===== config.mk =====
export PLATFORM = sky130hd
export DESIGN_NAME = serial_add_ctrl
export DESIGN_NICKNAME = d
export VERILOG_FILES = /design/src/rtl/serial_add_ctrl.sv
export SDC_FILE = /design/constraint.sdc
export NUM_CORES = 1
export LEC_CHECK = 0
export ABC_CLOCK_PERIOD_IN_PS = 1700
export BUFFER_PORTS_ARGS = -buffer_cell sky130_fd_sc_hd__buf_2
export CORE_MARGIN = 2
export CORE_UTILIZATION = 45
export CTS_BUF_LIST = sky130_fd_sc_hd__clkbuf_2
export CTS_CLUSTER_DIAMETER = 40
export DETAILED_ROUTE_END_ITERATION = 8
export PLACE_DENSITY_LB_ADDON = 0.25
export SYNTH_ARGS = -nofsm -noshare
export SYNTH_HDL_FRONTEND = slang
export SYNTH_SLANG_ARGS = --single-unit

===== constraint.sdc =====
create_clock -name clk -period 1.7 [get_ports clk]
set_input_delay 0.34 -clock clk [delete_from_list [all_inputs] [get_ports clk]]
set_output_delay 0.34 -clock clk [all_outputs]
set_load 0.01 [all_outputs]

===== src/rtl/serial_add_ctrl.sv =====
// serial_add_ctrl: bit-serial adder controller.
// Computes {cout, sum} = a + b + cin over WIDTH clock cycles, LSB first, by
// steering one shared single-bit full_adder cell. The requester uses a
// start/busy/done handshake; start is only looked at while idle.
//
// Ports:
//   clk    - clock, all state updates on the rising edge
//   rst_n  - asynchronous active-low reset
//   start  - request, sampled only in IDLE
//   a, b   - WIDTH-bit operands, captured on the accepting edge
//   cin    - carry-in, captured on the accepting edge
//   busy   - high while the serial addition is in progress
//   done   - one-cycle completion pulse
//   sum    - registered WIDTH-bit result
//   cout   - registered carry-out

// Single-bit full adder cell shared by the serial datapath.
module full_adder (
  output logic sum,
  output logic cout,
  input  logic a,
  input  logic b,
  input  logic cin
);
  assign sum  = a ^ b ^ cin;
  assign cout = (a & b) | (a & cin) | (b & cin);
endmodule

module serial_add_ctrl #(
  parameter int unsigned WIDTH = 8
) (
  input  logic             clk,
  input  logic             rst_n,
  input  logic             start,
  input  logic [WIDTH-1:0] a,
  input  logic [WIDTH-1:0] b,
  input  logic             cin,
  output logic             busy,
  output logic             done,
  output logic [WIDTH-1:0] sum,
  output logic             cout
);

  localparam int unsigned CntW = $clog2(WIDTH);
  localparam logic [CntW-1:0] CntLast = CntW'(WIDTH - 1);

  typedef enum logic [1:0] {
    StIdle,
    StRun,
    StDone
  } state_e;

  state_e           state_q, state_d;
  logic [WIDTH-1:0] a_sh_q, a_sh_d;
  logic [WIDTH-1:0] b_sh_q, b_sh_d;
  logic [WIDTH-1:0] res_sh_q, res_sh_d;
  logic [WIDTH-1:0] sum_q, sum_d;
  logic             carry_q, carry_d;
  logic             cout_q, cout_d;
  logic [CntW-1:0]  cnt_q, cnt_d;

  logic fa_sum;
  logic fa_cout;

  full_adder u_fa (
    .sum  (fa_sum),
    .cout (fa_cout),
    .a    (a_sh_q[0]),
    .b    (b_sh_q[0]),
    .cin  (carry_q)
  );

  always_comb begin
    state_d  = state_q;
    a_sh_d   = a_sh_q;
    b_sh_d   = b_sh_q;
    res_sh_d = res_sh_q;
    sum_d    = sum_q;
    carry_d  = carry_q;
    cout_d   = cout_q;
    cnt_d    = cnt_q;

    unique case (state_q)
      StIdle: begin
        if (start) begin
          a_sh_d  = a;
          b_sh_d  = b;
          carry_d = cin;
          cnt_d   = '0;
          state_d = StRun;
        end
      end
      StRun: begin
        // Result bits enter at the MSB so bit 0 lands at res_sh[0] after WIDTH shifts.
        res_sh_d = {fa_sum, res_sh_q[WIDTH-1:1]};
        carry_d  = fa_cout;
        a_sh_d   = a_sh_q >> 1;
        b_sh_d   = b_sh_q >> 1;
        cnt_d    = cnt_q + CntW'(1);
        if (cnt_q == CntLast) begin
          // Final bit: publish directly rather than waiting one more cycle for res_sh.
          sum_d   = {fa_sum, res_sh_q[WIDTH-1:1]};
          cout_d  = fa_cout;
          cnt_d   = '0;
          state_d = StDone;
        end
      end
      StDone: begin
        state_d = StIdle;
      end
      default: begin
        state_d = StIdle;
      end
    endcase
  end

  always_ff @(posedge clk or negedge rst_n) begin
    if (!rst_n) begin
      state_q  <= StIdle;
      a_sh_q   <= '0;
      b_sh_q   <= '0;
      res_sh_q <= '0;
      sum_q    <= '0;
      carry_q  <= 1'b0;
      cout_q   <= 1'b0;
      cnt_q    <= '0;
    end else begin
      state_q  <= state_d;
      a_sh_q   <= a_sh_d;
      b_sh_q   <= b_sh_d;
      res_sh_q <= res_sh_d;
      sum_q    <= sum_d;
      carry_q  <= carry_d;
      cout_q   <= cout_d;
      cnt_q    <= cnt_d;
    end
  end

  // Outputs decode registered state only, so no input reaches an output combinationally.
  assign busy = (state_q == StRun);
  assign done = (state_q == StDone);
  assign sum  = sum_q;
  assign cout = cout_q;

endmodule


After elaboration in Yosys (flattened, before gate mapping):

Cells that the tools add are included.

* register bits after elaboration: 39
* bits of input ports: 20
* logic and storage cells: 38

* add/sub/neg operators: 1
* eq/ne operators: 5
* muxes and demuxes: 12
* bitwise gates (word level): 7
* reductions and logical operators: 5

Operators with widths (count)
* 8-bit case mux with 2 select lines: 2
* 8-bit 2-to-1 mux: 2
* 3-bit 2-to-1 mux: 2
* 3-bit case mux with 2 select lines: 1
* 2-bit AND reduction: 3
* 2-bit 2-to-1 mux: 2
* 2-bit case mux with 2 select lines: 1
* 3-bit by 1-bit adder with 3-bit output (second input constant): 1
* 1-bit bitwise AND: 3
* 3-bit == test (second input constant): 1
* 2-bit by 1-bit == test with 1-bit output (second input constant): 1
* 2-bit == test (second input constant): 1
* 2-bit zero test: 1
* 2-bit by 1-bit != test with 1-bit output (second input constant): 1
* 2-bit != test (second input constant): 1
* 1-bit OR: 2
* 1-bit case mux with 2 select lines: 1
* 2-bit nonzero test: 1
* 1-bit bitwise XOR: 2
* 1-bit 2-to-1 mux: 1

Depth between registers and ports, before layout:

Gate-level depths: netlist of the first run.

* depth in word-level cells: 4
* depth in mapped cells: 5
* gate-level depth less buffers: 4

Cells and area by module:

From an unflattened synthesis of the first run, not the netlist that was laid out.

* cell total of the unflattened synthesis: 143
* area total of the unflattened synthesis: 1809.2 um^2

By module, submodules not included
* serial_add_ctrl: times used 1, cells an instance 142, area each 1789.2 um^2, sequential area each 950.9 um^2
* full_adder: times used 1, cells an instance 1, area each 20.0 um^2, sequential area each 0.0 um^2

Least setup slack after synthesis of the first run:

Ideal clock, no wire load.

* kind: flip-flop to flip-flop
* start point: register cnt_q[0]
* end point: register cout_q (netlist: cout)
* data arrival time: 1363 ps
* required time: 1575 ps
* path slack: 212 ps
* cell stages (with the launch flop): 6
* clock period less this slack: 1488 ps
* cells stage by stage: dfrtp_1 > ha_1 > ha_1 > nand3b_1 > buf_2 > mux2_2

* longest elaborated chain between the ends: 2

Ends and longest elaborated chain
* from (decl): RTL line 60 `logic [CntW-1:0] cnt_q, cnt_d;`
* from (signal assigned): RTL line 135 `cnt_q <= cnt_d;`
* 3-bit == test: RTL line 100 `if (cnt_q == CntLast) begin`
* 2-bit AND reduction (no line)
* to (signal assigned): RTL line 134 `cout_q <= cout_d;`
* to (decl): RTL line 59 `logic cout_q, cout_d;`

No other way between the ends.
A chain may end at the register's enable or synchronous reset.

Final worst setup path of the first run:

* start point: register state_q[0]
* end point: register b_sh_q[4]

* longest elaborated chain between the ends: 3

Ends and longest elaborated chain
* from (decl): RTL line 53 `state_e state_q, state_d;`
* from (signal assigned): RTL line 119 `state_q <= StIdle;`
* from (signal assigned): RTL line 128 `state_q <= state_d;`
* 2-bit by 1-bit == test with 1-bit output or 2-bit zero test (tied branches): RTL line 83 `unique case (state_q)`
* 2-bit nonzero test (no line) or 2-bit != test (tied branches)
* 2-bit AND reduction (no line)
* to (signal assigned): RTL line 130 `b_sh_q <= b_sh_d;`
* to (decl): RTL line 55 `logic [WIDTH-1:0] b_sh_q, b_sh_d;`

Parallel ways exist; a longest one is shown, timed or not.

==> metrics.md, run 1 <==
| Metric | Value |
|---|---|
| N_diodes | 0 |
| First-pass GRT wire length | 5637 um |
| Setup tns final | 0 ns |
| Worst min path class | in -> reg |
| Drt first pass iters | 4 |
| Pleak | 0.9573 nW |
| Worst IR Drop VDD | 0.7351 mV |
| Die Y-Extent | 66.37 um |
| Slew margin rel. | 41.24% |
| Filler instances | 331 |
| Setup slack after layout | 0.04242 ns |
| Fmax | 0.6033 GHz |
| Worst hold path depth | 3 |
| Vias per inst | 5.329 |
| # IOs | 31 |
| Gpl congestion | 0.7344 |
| Register bit count reported by yosys | 38 |
| Wirelength per Cell | 15.32 um |
| Overall power | 3.494 mW |
| Final core occ | 55.94% |
| Post-placement cell count | 211 |
| Syn_area_per_cell | 12.87 um2 |
| Total CTS buffers | 5 |
| Worst Skew | 0.01777 ns |
| Critical path class | reg -> reg |
| Final setup violating endpoints | 0 |
| Syn nets | 159 |
| RSZ-0062 raised after global routing | yes |
| Total number of vias | 1199 |
| Pre-CTS setup slack | 0.04864 ns |
| Max-cap viol count | 0 |
| Worst EP arrival | 1.93 ns |
| Area of the mapped netlist | 0.001750 mm2 |
| Final hold violation count | 0 |
| PortBufs | 30 |
| Warnings from Yosys | 0 |
| Tot GR Track Use | 17.40% |
| CP startpoint kind | flop |
| Worst-margin pin slew | 0.8795 ns |
| Min Clock Period, post-route | 1.658 ns |
| Synth cell types | 24 |
| Initial Util | 47.46% |
| CTS clock-pin slew for the worst setup and hold paths | 0.18 ns |
| DR iter-0 viols | 85 |
| Power per cell area | 1693 mW/mm2 |
| Clock latency on the worst-skew pair | 0.38 ns |
| Register area share after synthesis | 54.32% |
| Mapped Cells | 136 |
| Clock Path Buffers | 2 |
| Chip width | 66.37 um |
| Die ar. | 0.004405 mm2 |
| Area growth syn-to-layout | 17.87% |
| Wirelength, routed | 3446 um |
| Root Driver | clkbuf_2 |
| Max Transition Viols Final | 0 |
| Fin cells | 225 |
| Final worst-path cycle share | 97.50% |
| GRT overflow | 0 |
| CORE AREA | 0.003689 mm2 |
| Status | completed |
| Largest net degree at the start of global routing | 39 |
| Setup crit end kind | flop |
| Worst Path Max Fanout | 7 |
| H-tree depth | 2 |
| Number of cell rows | 22 |
| CTS tree | yes |
| Drt drc | 0 |
| Routed Antenna Nets | 0 |
| Layout Nets | 200 |
| Worst Path Required | 1.97 ns |
| R2R depth | 4 |
| Antenna violations before repair | 0 |
| DP HPWL | 2400 um |
| Clock Sinks | 38 |
| Vias in the first global route | 1214 |
| Share of cells above drive strength 1 | 45.20% |
## cell usage after synthesis
cell | n | area, um2
buf_4 | 1 | 7.510
inv_1 | 11 | 41.29
a211o_1 | 2 | 17.52
fa_1 | 1 | 20.02
nand3b_1 | 1 | 7.510
nor4b_1 | 9 | 78.83
or4b_2 | 3 | 30.03
nand2b_1 | 3 | 18.77
nor2_1 | 1 | 3.750
mux2_2 | 16 | 180.2
o21bai_1 | 1 | 7.510
a22o_1 | 3 | 26.28
a21oi_1 | 1 | 5.000
a211oi_1 | 9 | 67.56
clkbuf_1 | 3 | 11.26
o221a_2 | 6 | 67.56
nor3b_1 | 11 | 82.58
nor2b_1 | 1 | 6.260
or4b_1 | 3 | 30.03
dfrtp_1 | 38 | 950.9
buf_2 | 7 | 35.03
ha_1 | 2 | 25.02
o21ba_2 | 1 | 10.01
nor4bb_1 | 2 | 20.02
## power breakdown
| group | internal, mW | leakage [nW] | switching, mW |
|---|---|---|---|
| clock | 0.107 | 0.0291 | 0.272 |
| sequential | 1.34 | 0.444 | 0.274 |
| combinational | 0.849 | 0.484 | 0.653 |
## worst paths after layout
path	start	to	slack (ns)
hold reg to reg	cout$_DFFE_PN0P_	cout$_DFFE_PN0P_	0.52
hold / removal	a[4]	a_sh_q[4]$_DFFE_PN0P_	0.31
min in group asynchronous	rst_n	sum[3]$_DFFE_PN0P_	0.51
setup reg to reg	state_q[0]$_DFFE_PN0P_	b_sh_q[4]$_DFFE_PN0P_	0.04
max in group asynchronous	rst_n	state_q[0]$_DFFE_PN0P_	0.84
setup / recovery	state_q[0]$_DFFE_PN0P_	b_sh_q[4]$_DFFE_PN0P_	0.04
## metrics by stage
step           hold WS (ns)  instance area (um2)
3_3_place_gp         0.4072                 1967
6_report             0.3096                 2063
3_5_place_dp         0.4095                 1967
2_1_floorplan       0.04441                 1750
5_1_grt              0.2776                 2063
4_1_cts              0.2867                 2033
## layer usage
layer / up-vias / track usage [%] / share of wire [%]
li1: 585 / - / -
met2: 30 / 26.50 / 48
met3: 5 / 5.622 / 5.1
met5: - / 0 / 0
met4: 0 / 5.357 / 1.3
met1: 579 / 23.59 / 45
## sequential cells by signal, summed over array words and instances, names as in the netlist
signal    cells
res_sh_q      7
sum           8
state_q       2
carry_q       1
b_sh_q        8
cout          1
cnt_q         3
a_sh_q        8
## layout by cell type, fill, tap and decap left out, types with 2 or more instances in the layout
cell,netlist,routed
nor3b_1,11,11
nand2b_1,3,3
a211oi_1,9,9
ha_1,2,2
buf_4,1,13
nor4b_1,9,9
mux2_2,16,16
clkbuf_2,0,7
or4b_2,3,3
inv_1,11,10
buf_2,7,30
a211o_1,2,2
o221a_2,6,6
a22o_1,3,3
dfrtp_1,38,36
dfrtp_2,0,2
or4b_1,3,3
nor4bb_1,2,2
## final cells by class
cell class                 count  area (um2)  area share, %
inverter                      11       41.29          2.001
clock buffer                   7       35.03          1.698
tap                           48       60.06          2.911
timing repair buffer          45       269.0          13.04
sequential                    38       953.4          46.21
multi-input combinational     76       704.4          34.14
## repair_timing
| action | in CTS | in global routing |
|---|---|---|
| endpoints found under the setup margin | 2 | 3 |
| setup buffers | 2 | 4 |
| resized for setup | 3 | 1 |
| hold buffers | 1 | 0 |
| hold endpoints to repair | 38 | 0 |
## worst max-delay path, cell delays in order (launching register included)
cell,delay (ns)
dfrtp_2,0.49
buf_4,0.15
buf_4,0.13
or4b_2,0.63
o221a_2,0.14
## cells by family after synthesis
kind of cell	count (synthesis)	share of synthesized area, %
DFF	38	54.32
adders and majority gates	3	2.573
and+or+nand+nor	34	15.87
AOI/OAI and AO/OA	23	11.51
buffers and inverters	22	5.432
muxes	16	10.29
Note: power is estimated with default switching activity, not from simulation.
==> run 2: changes to the inputs <==
--- a/config.mk
+++ b/config.mk
@@ -5,6 +5,7 @@
 export SDC_FILE = /design/constraint.sdc
 export NUM_CORES = 1
 export LEC_CHECK = 0
+export ABC_AREA = 1
 export ABC_CLOCK_PERIOD_IN_PS = 1700
 export BUFFER_PORTS_ARGS = -buffer_cell sky130_fd_sc_hd__buf_2
 export CORE_MARGIN = 2
==> run 2 against run 1 <==
Worst setup slack better by 0.066 ns; final area grew 2.1%; wire length shrank 3.4%; non-clock buffer count decreased by 4; synthesized area is 6.1% higher; critical path type is now reg -> out; largest cell class unchanged.
==> metrics.md, run 2 <==
| Metric | Value |
|---|---|
| Worst EP arrival | 1.25 ns (-0.68 ns) |
| Gpl congestion | 0.7399 (+0.75%) |
| Post-placement cell count | 302 (+43%) |
| Wirelength, routed | 3329 um (-3.4%) |
| Max Transition Viols Final | 0 (unchanged) |
| Worst-margin pin slew | 0.4736 ns (-0.4059 ns) |
| Simple-Gate Fraction of Synth Area | 25.88% (+10 points) |
| CORE AREA | 0.003971 mm2 (+7.7%) |
| Worst min path class | in -> reg |
| H-tree depth | 2 (unchanged) |
| Max-cap viol count | 0 (unchanged) |
| Internal power | 2.071 mW (-9.8%) |
| Final hold violation count | 0 (unchanged) |
| RSZ-0062 raised after global routing | no |
| Most common cell in the synthesized netlist | nand2_1 |
| Worst IR Drop VDD | 0.8087 mV (+10%) |
| Syn nets | 248 (+56%) |
| Vias per inst | 4.498 (-16%) |
| Worst Path Max Fanout | 7 (unchanged) |
| Clock Path Buffers | 2 (unchanged) |
| # IOs | 31 (unchanged) |
| Synth area leader | dfrtp_1 |
| GRT overflow | 0 (unchanged) |
| Clock latency on the worst-skew pair | 0.38 ns (about the same) |
| DP HPWL | 2397 um (-0.14%) |
| Worst hold path depth | 3 (unchanged) |
| PortBufs | 30 (unchanged) |
| Area of the mapped netlist | 0.001857 mm2 (+6.1%) |
| Number of cell rows | 23 (+4.5%) |
| Worst Skew | 0.01478 ns (-0.002986 ns) |
| Area growth syn-to-layout | 13.48% |
| Synth cell types | 18 (-25%) |
| Chip width | 68.24 um (+2.8%) |
| Initial Util | 46.75% (-0.70 points) |
| Drt drc | 0 (unchanged) |
| Ranking of synthesized cells by area | dfrtp_1 51%, nand2_1 15%, inv_1 8.5%, nand3_1 8.4%, o21ai_2 4.2% |
| Pre-CTS setup slack | 0.3288 ns (+0.2801 ns) |
| Flop pwr share | 43.6% (-2.6 points) |
| Setup tns final | 0 ns (unchanged) |
| Clock share of power | 10.8% (about the same) |
| Total CTS buffers | 5 (unchanged) |
| Syn_area_per_cell | 8.252 um2 (-36%) |
| Die ar. | 0.004656 mm2 (+5.7%) |
| Worst Path Required | 1.36 ns (-0.61 ns) |
| Vias in the first global route | 1385 (+14%) |
| Min Hold Slack | 0.2020 ns (-0.1076 ns) |
| Slowest cell on the critical path | dfrtp_2 |
| Fin cells | 313 (+39%) |
| CTS tree | yes |
| CP cell instances | buf_4 > nor2_1 > buf_2 |
| Total number of vias | 1408 (+17%) |
| Root Driver | clkbuf_2 |
| R2R depth | 6 (+2) |
| Mapped Cells | 225 (+65%) |
| CTS clock-pin slew for the worst setup and hold paths | 0.17 ns (about the same) |
| Share of cells above drive strength 1 | 24.71% (-20 points) |
| DR iter-0 viols | 62 (-27%) |
| Number of flops mapped to enable cells by yosys | 0 (unchanged) |
| Placed Area | 0.002039 mm2 (+3.7%) |
| Post-route cell area | 0.002107 mm2 (+2.1%) |
| Comb pwr share | 45.7% (+2.7 points) |
| Critical path class | reg -> out |
| Pleak | 1.219 nW (+27%) |
| Final setup violating endpoints | 0 (unchanged) |
| Status | completed |
| Final worst-path cycle share | 93.64% (-3.9 points) |
| Asr flop ratio synth | 100.0% (unchanged) |
| Largest net degree at the start of global routing | 39 (unchanged) |
| Min Clock Period, post-route | 1.592 ns (-0.06571 ns) |
| Wirelength per Cell | 10.64 um (-31%) |
| Share of Yosys cell area claimed by the top area cell type | 51.21% (-3.1 points) |
| Post-synth top cells | 73 x nand2_1, 42 x inv_1, 38 x dfrtp_1, 31 x nand3_1 |
| Most frequent cells in the layout | 73 x nand2_1, 41 x inv_1, 37 x dfrtp_1 |
| Sw Share | 41.91% (+7.6 points) |
| Clock Sinks | 38 (unchanged) |
| Switching Power | 1.494 mW (+25%) |
| Layout Nets | 285 (+43%) |
| Leading cell type in the layout, fill and taps excluded | nand2_1 |
| Compound-Gate Fraction of Synth Area | 6.941% (-4.6 points) |
| Setup crit end kind | output pin |
| Antenna violations before repair | 0 (unchanged) |
| Adder-Cell Fraction of Synth Area | 2.426% (-0.15 points) |
| First-pass GRT wire length | 5996 um (+6.4%) |
| N_diodes | 0 (unchanged) |
| Register bit count reported by yosys | 38 (unchanged) |
| Slew margin rel. | 68.42% (+27 points) |
| Post-synthesis mux area share | 0% (-10 points) |
| CP max stage delay | 0.49 ns (-0.14 ns) |
| Xor and xnor area share after synthesis | 0% (unchanged) |
| Setup slack after layout | 0.1081 ns (+0.06571 ns) |
| Tot GR Track Use | 17.55% (+0.15 points) |
| Routed Antenna Nets | 0 (unchanged) |
| Largest family of logic cells by synthesized area | simple AND/OR/NAND/NOR gates |
| Drt first pass iters | 4 (unchanged) |
| Fmax | 0.6282 GHz (+4.1%) |
| Register area share after synthesis | 51.21% (-3.1 points) |
| Commonest register cell after synthesis | dfrtp_1 |
| Power per cell area | 1692 mW/mm2 (about the same) |
| Die Y-Extent | 68.24 um (+2.8%) |
| Warnings from Yosys | 0 (unchanged) |
| CP startpoint kind | flop |
[run 2: kinds of logic (layout without fill, tap and decap cells)]
| group | count (synthesis) | after routing |
|---|---|---|
| and+or+nand+nor | 111 | 111 |
| buffers and inverters | 54 | 92 |
| DFF | 38 | 38 |
| AOI/OAI and AO/OA | 19 | 19 |
| adders and majority gates | 3 | 3 |
[run 2: final timing paths]
path	slack (ns)	endpoint	start
setup / recovery	0.11	done	state_q[0]$_DFFE_PN0P_
hold / removal	0.20	a_sh_q[7]$_DFFE_PN0P_	a[7]
setup reg to reg	0.36	sum[0]$_DFFE_PN0P_	cnt_q[0]$_DFFE_PN0P_
hold reg to reg	0.50	cnt_q[1]$_DFFE_PN0P_	cnt_q[1]$_DFFE_PN0P_
max in group asynchronous	0.84	state_q[0]$_DFFE_PN0P_	rst_n
min in group asynchronous	0.51	sum[0]$_DFFE_PN0P_	rst_n
[run 2: power groups by stage]
| stage | Clock (mW) | Sequential (mW) | Combinational [mW] |
|---|---|---|---|
| finish | 0.384 | 1.55 | 1.63 |
| floorplan | 0 | 1.56 | 1.23 |
| global route | 0.451 | 1.61 | 1.92 |
| CTS | 0.409 | 1.58 | 1.62 |
| detailed placement | 0 | 1.59 | 1.62 |
| global placement | 0 | 1.59 | 1.55 |
[run 2: what timing repair did]
| action | CTS | global route |
|---|---|---|
| cloned | 0 | 0 |
| hold endpoints to repair | 38 | 0 |
| setup endpoints to repair | 2 | 2 |
| hold buffers | 1 | 0 |
| resized for setup | 2 | 0 |
| setup buffers | 0 | 3 |
[run 2: per-stage QoR]
stage               util, %  total power [mW]
finish                53.06             3.566
global route          53.06             3.982
CTS                   52.68             3.605
detailed placement    51.35             3.207
global placement      51.35             3.140
floorplan                 -             2.793
[run 2: layer usage]
layer,part of all wire (%),vias up,GRT usage [%]
met3,5.8,5,6.086
met1,48,622,22.31
met4,1.5,0,6.750
met5,0,-,0
li1,-,752,-
met2,44,29,27.55
[run 2: cell type report]
| type | count | area (um2) |
|---|---|---|
| Multi-Input combinational cell | 133 | 654.4 |
| Clock inverter | 3 | 16.27 |
| Clock buffer | 5 | 25.02 |
| Timing Repair Buffer | 41 | 235.2 |
| Tap cell | 50 | 62.56 |
| Sequential cell | 38 | 952.2 |
| Inverter | 43 | 161.4 |
| Fill cell | 393 | 1864 |
[run 2: critical path, delay by kind of cell, from the launching register on]
family | cells | cell delay, ns
buffers and inverters | 2 | 0.30
and+or+nand+nor | 1 | 0.09
DFF | 1 | 0.49
==> run 3: changes to the inputs <==
--- a/config.mk
+++ b/config.mk
@@ -9,7 +9,7 @@
 export ABC_CLOCK_PERIOD_IN_PS = 1700
 export BUFFER_PORTS_ARGS = -buffer_cell sky130_fd_sc_hd__buf_2
 export CORE_MARGIN = 2
-export CORE_UTILIZATION = 45
+export CORE_UTILIZATION = 50
 export CTS_BUF_LIST = sky130_fd_sc_hd__clkbuf_2
 export CTS_CLUSTER_DIAMETER = 40
 export DETAILED_ROUTE_END_ITERATION = 8
==> run 3 against run 2 <==
Clock skew grew 0.0065 ns; non-clock buffer count grew 2; clock-buffer cell count is the same; sequential power is essentially flat; worst hold slack lost 0.034 ns.
==> metrics.md, run 3 (synthesized netlist as in run 2, its figures left out) <==
| Metric | Value |
|---|---|
| Slew margin rel. | 67.67% (-0.75 points) |
| RSZ-0062 raised after global routing | no |
| Vias in the first global route | 1347 (-2.7%) |
| Worst Path Max Fanout | 6 (-1) |
| # IOs | 31 (unchanged) |
| FF+latch area | 952.2 um2 (unchanged) |
| Pleak | 1.237 nW (+1.5%) |
| Power per cell area | 1741 mW/mm2 (+2.9%) |
| Pre-CTS setup slack | 0.3325 ns (+0.003701 ns) |
| Share of cells above drive strength 1 | 25.00% (+0.29 points) |
| Status | completed |
| Drt drc | 0 (unchanged) |
| Min Clock Period, post-route | 1.610 ns (+0.01808 ns) |
| Max Transition Viols Final | 0 (unchanged) |
| Overall power | 3.727 mW (+4.5%) |
| Worst min path class | in -> reg |
| Max-cap viol count | 0 (unchanged) |
| Critical path class | reg -> out |
| Die Y-Extent | 64.94 um (-4.8%) |
| DP HPWL | 2283 um (-4.8%) |
| Worst Path Required | 1.36 ns (about the same) |
| Min Hold Slack | 0.1678 ns (-0.03422 ns) |
| Final hold violation count | 0 (unchanged) |
| GRT overflow | 0 (unchanged) |
| Drt first pass iters | 4 (unchanged) |
| Most frequent cells in the layout | 73 x nand2_1, 41 x inv_1, 37 x dfrtp_1 |
| Worst Skew | 0.02129 ns (+0.006503 ns) |
| Tot GR Track Use | 18.52% (+0.97 points) |
| Wirelength per Cell | 11.26 um (+5.8%) |
| First-pass GRT wire length | 5885 um (-1.9%) |
| Post-placement cell count | 298 (-1.3%) |
| Total number of vias | 1482 (+5.3%) |
| Die ar. | 0.004217 mm2 (-9.4%) |
| Leading cell type in the layout, fill and taps excluded | nand2_1 |
| Layout Nets | 287 (+0.70%) |
| Clock latency on the worst-skew pair | 0.39 ns (about the same) |
| Initial Util | 51.49% (+4.7 points) |
| Final setup violating endpoints | 0 (unchanged) |
| Root Driver | clkbuf_2 |
| H-tree depth | 2 (unchanged) |
| Fin cells | 312 (-0.32%) |
| Number of cell rows | 22 (-4.3%) |
| Wirelength, routed | 3512 um (+5.5%) |
| Metal3 WL | 141 um (-27%) |
| Largest net degree at the start of global routing | 39 (unchanged) |
| Routed Antenna Nets | 0 (unchanged) |
| M1 WL | 1678 um (+4.3%) |
| Clock Path Buffers | 2 (unchanged) |
| Clock Sinks | 38 (unchanged) |
| Worst IR Drop VDD | 0.8461 mV (+4.6%) |
| Met2 WL post-DR | 1633 um (+11%) |
| Filler instances | 355 (-9.7%) |
| Area growth syn-to-layout | 15.30% |
| Antenna violations before repair | 0 (unchanged) |
| Setup crit end kind | output pin |
| Worst-margin pin slew | 0.4849 ns (+0.01128 ns) |
| Worst EP arrival | 1.27 ns (+0.02 ns) |
| PortBufs | 30 (unchanged) |
| Vias per inst | 4.750 (+5.6%) |
| CTS clock-pin slew for the worst setup and hold paths | 0.19 ns (+0.02 ns) |
| DR iter-0 viols | 94 (+52%) |
| Gpl congestion | 0.7278 (-1.6%) |
| Top sig layer | met4 |
| Total CTS buffers | 5 (unchanged) |
| CTS tree | yes |
| N_diodes | 0 (unchanged) |
| Fmax | 0.6211 GHz (-1.1%) |
| CORE AREA | 0.003606 mm2 (-9.2%) |
| Setup slack after layout | 0.09005 ns (-0.01808 ns) |
| Final worst-path cycle share | 94.70% (+1.1 points) |
| Multi-input gate area | 654.4 um2 (unchanged) |
| Final core occ | 59.37% (+6.3 points) |
| Chip width | 64.94 um (-4.8%) |
| CP startpoint kind | flop |
run 3: what timing repair did:
item	CTS	global route
hold buffers	1	0
endpoints found under the hold margin	38	0
gates cloned	0	0
setup endpoints to repair	2	1
setup buffers	1	5
resized for setup	2	0
run 3: final cells by class:
| type | instances | area share (%) |
|---|---|---|
| multi-input cells | 133 | 30.57 |
| clock inverters | 2 | 1.578 |
| well taps | 48 | 2.805 |
| repair buffers | 43 | 11.69 |
| inverters | 43 | 7.715 |
| clock buffers | 5 | 1.169 |
| flip-flops and latches | 38 | 44.48 |
run 3: critical path, cell delays in order, from the launching register on:
cell,delay (ns)
dfrtp_2,0.48
buf_4,0.17
nor2_1,0.10
buf_2,0.13
run 3: layer usage:
metal | vias up | track usage (%)
met5 | - | 0
met4 | 0 | 7.181
met3 | 5 | 5.729
met2 | 24 | 29.77
met1 | 696 | 23.35
li1 | 757 | -
run 3: power by group:
part,switching [mW],total (mW),internal (mW)
combinational,0.973,1.65,0.672
sequential,0.238,1.56,1.32
clock,0.289,0.526,0.237
total,1.50,3.73,2.23
run 3: final timing paths:
path,startpoint,endpoint,slack [ns],depth (start not counted)
setup / recovery,state_q[0]$_DFFE_PN0P_,done,0.09,3
hold / removal,b[7],b_sh_q[7]$_DFFE_PN0P_,0.17,3
setup reg to reg,state_q[1]$_DFFE_PN0P_,a_sh_q[1]$_DFFE_PN0P_,0.17,7
hold reg to reg,res_sh_q[1]$_DFFE_PN0N_,sum[0]$_DFFE_PN0P_,0.50,2
max in group asynchronous,rst_n,a_sh_q[3]$_DFFE_PN0P_,0.85,3
min in group asynchronous,rst_n,cnt_q[2]$_DFFE_PN0P_,0.48,3
run 3: per-stage QoR:
stage                      TNS, ns  area, um2
after global placement           0       2022
final                            0       2141
after detailed placement         0       2022
after global routing             0       2141
after CTS                 -0.01091       2103
after floorplan                  0       1857
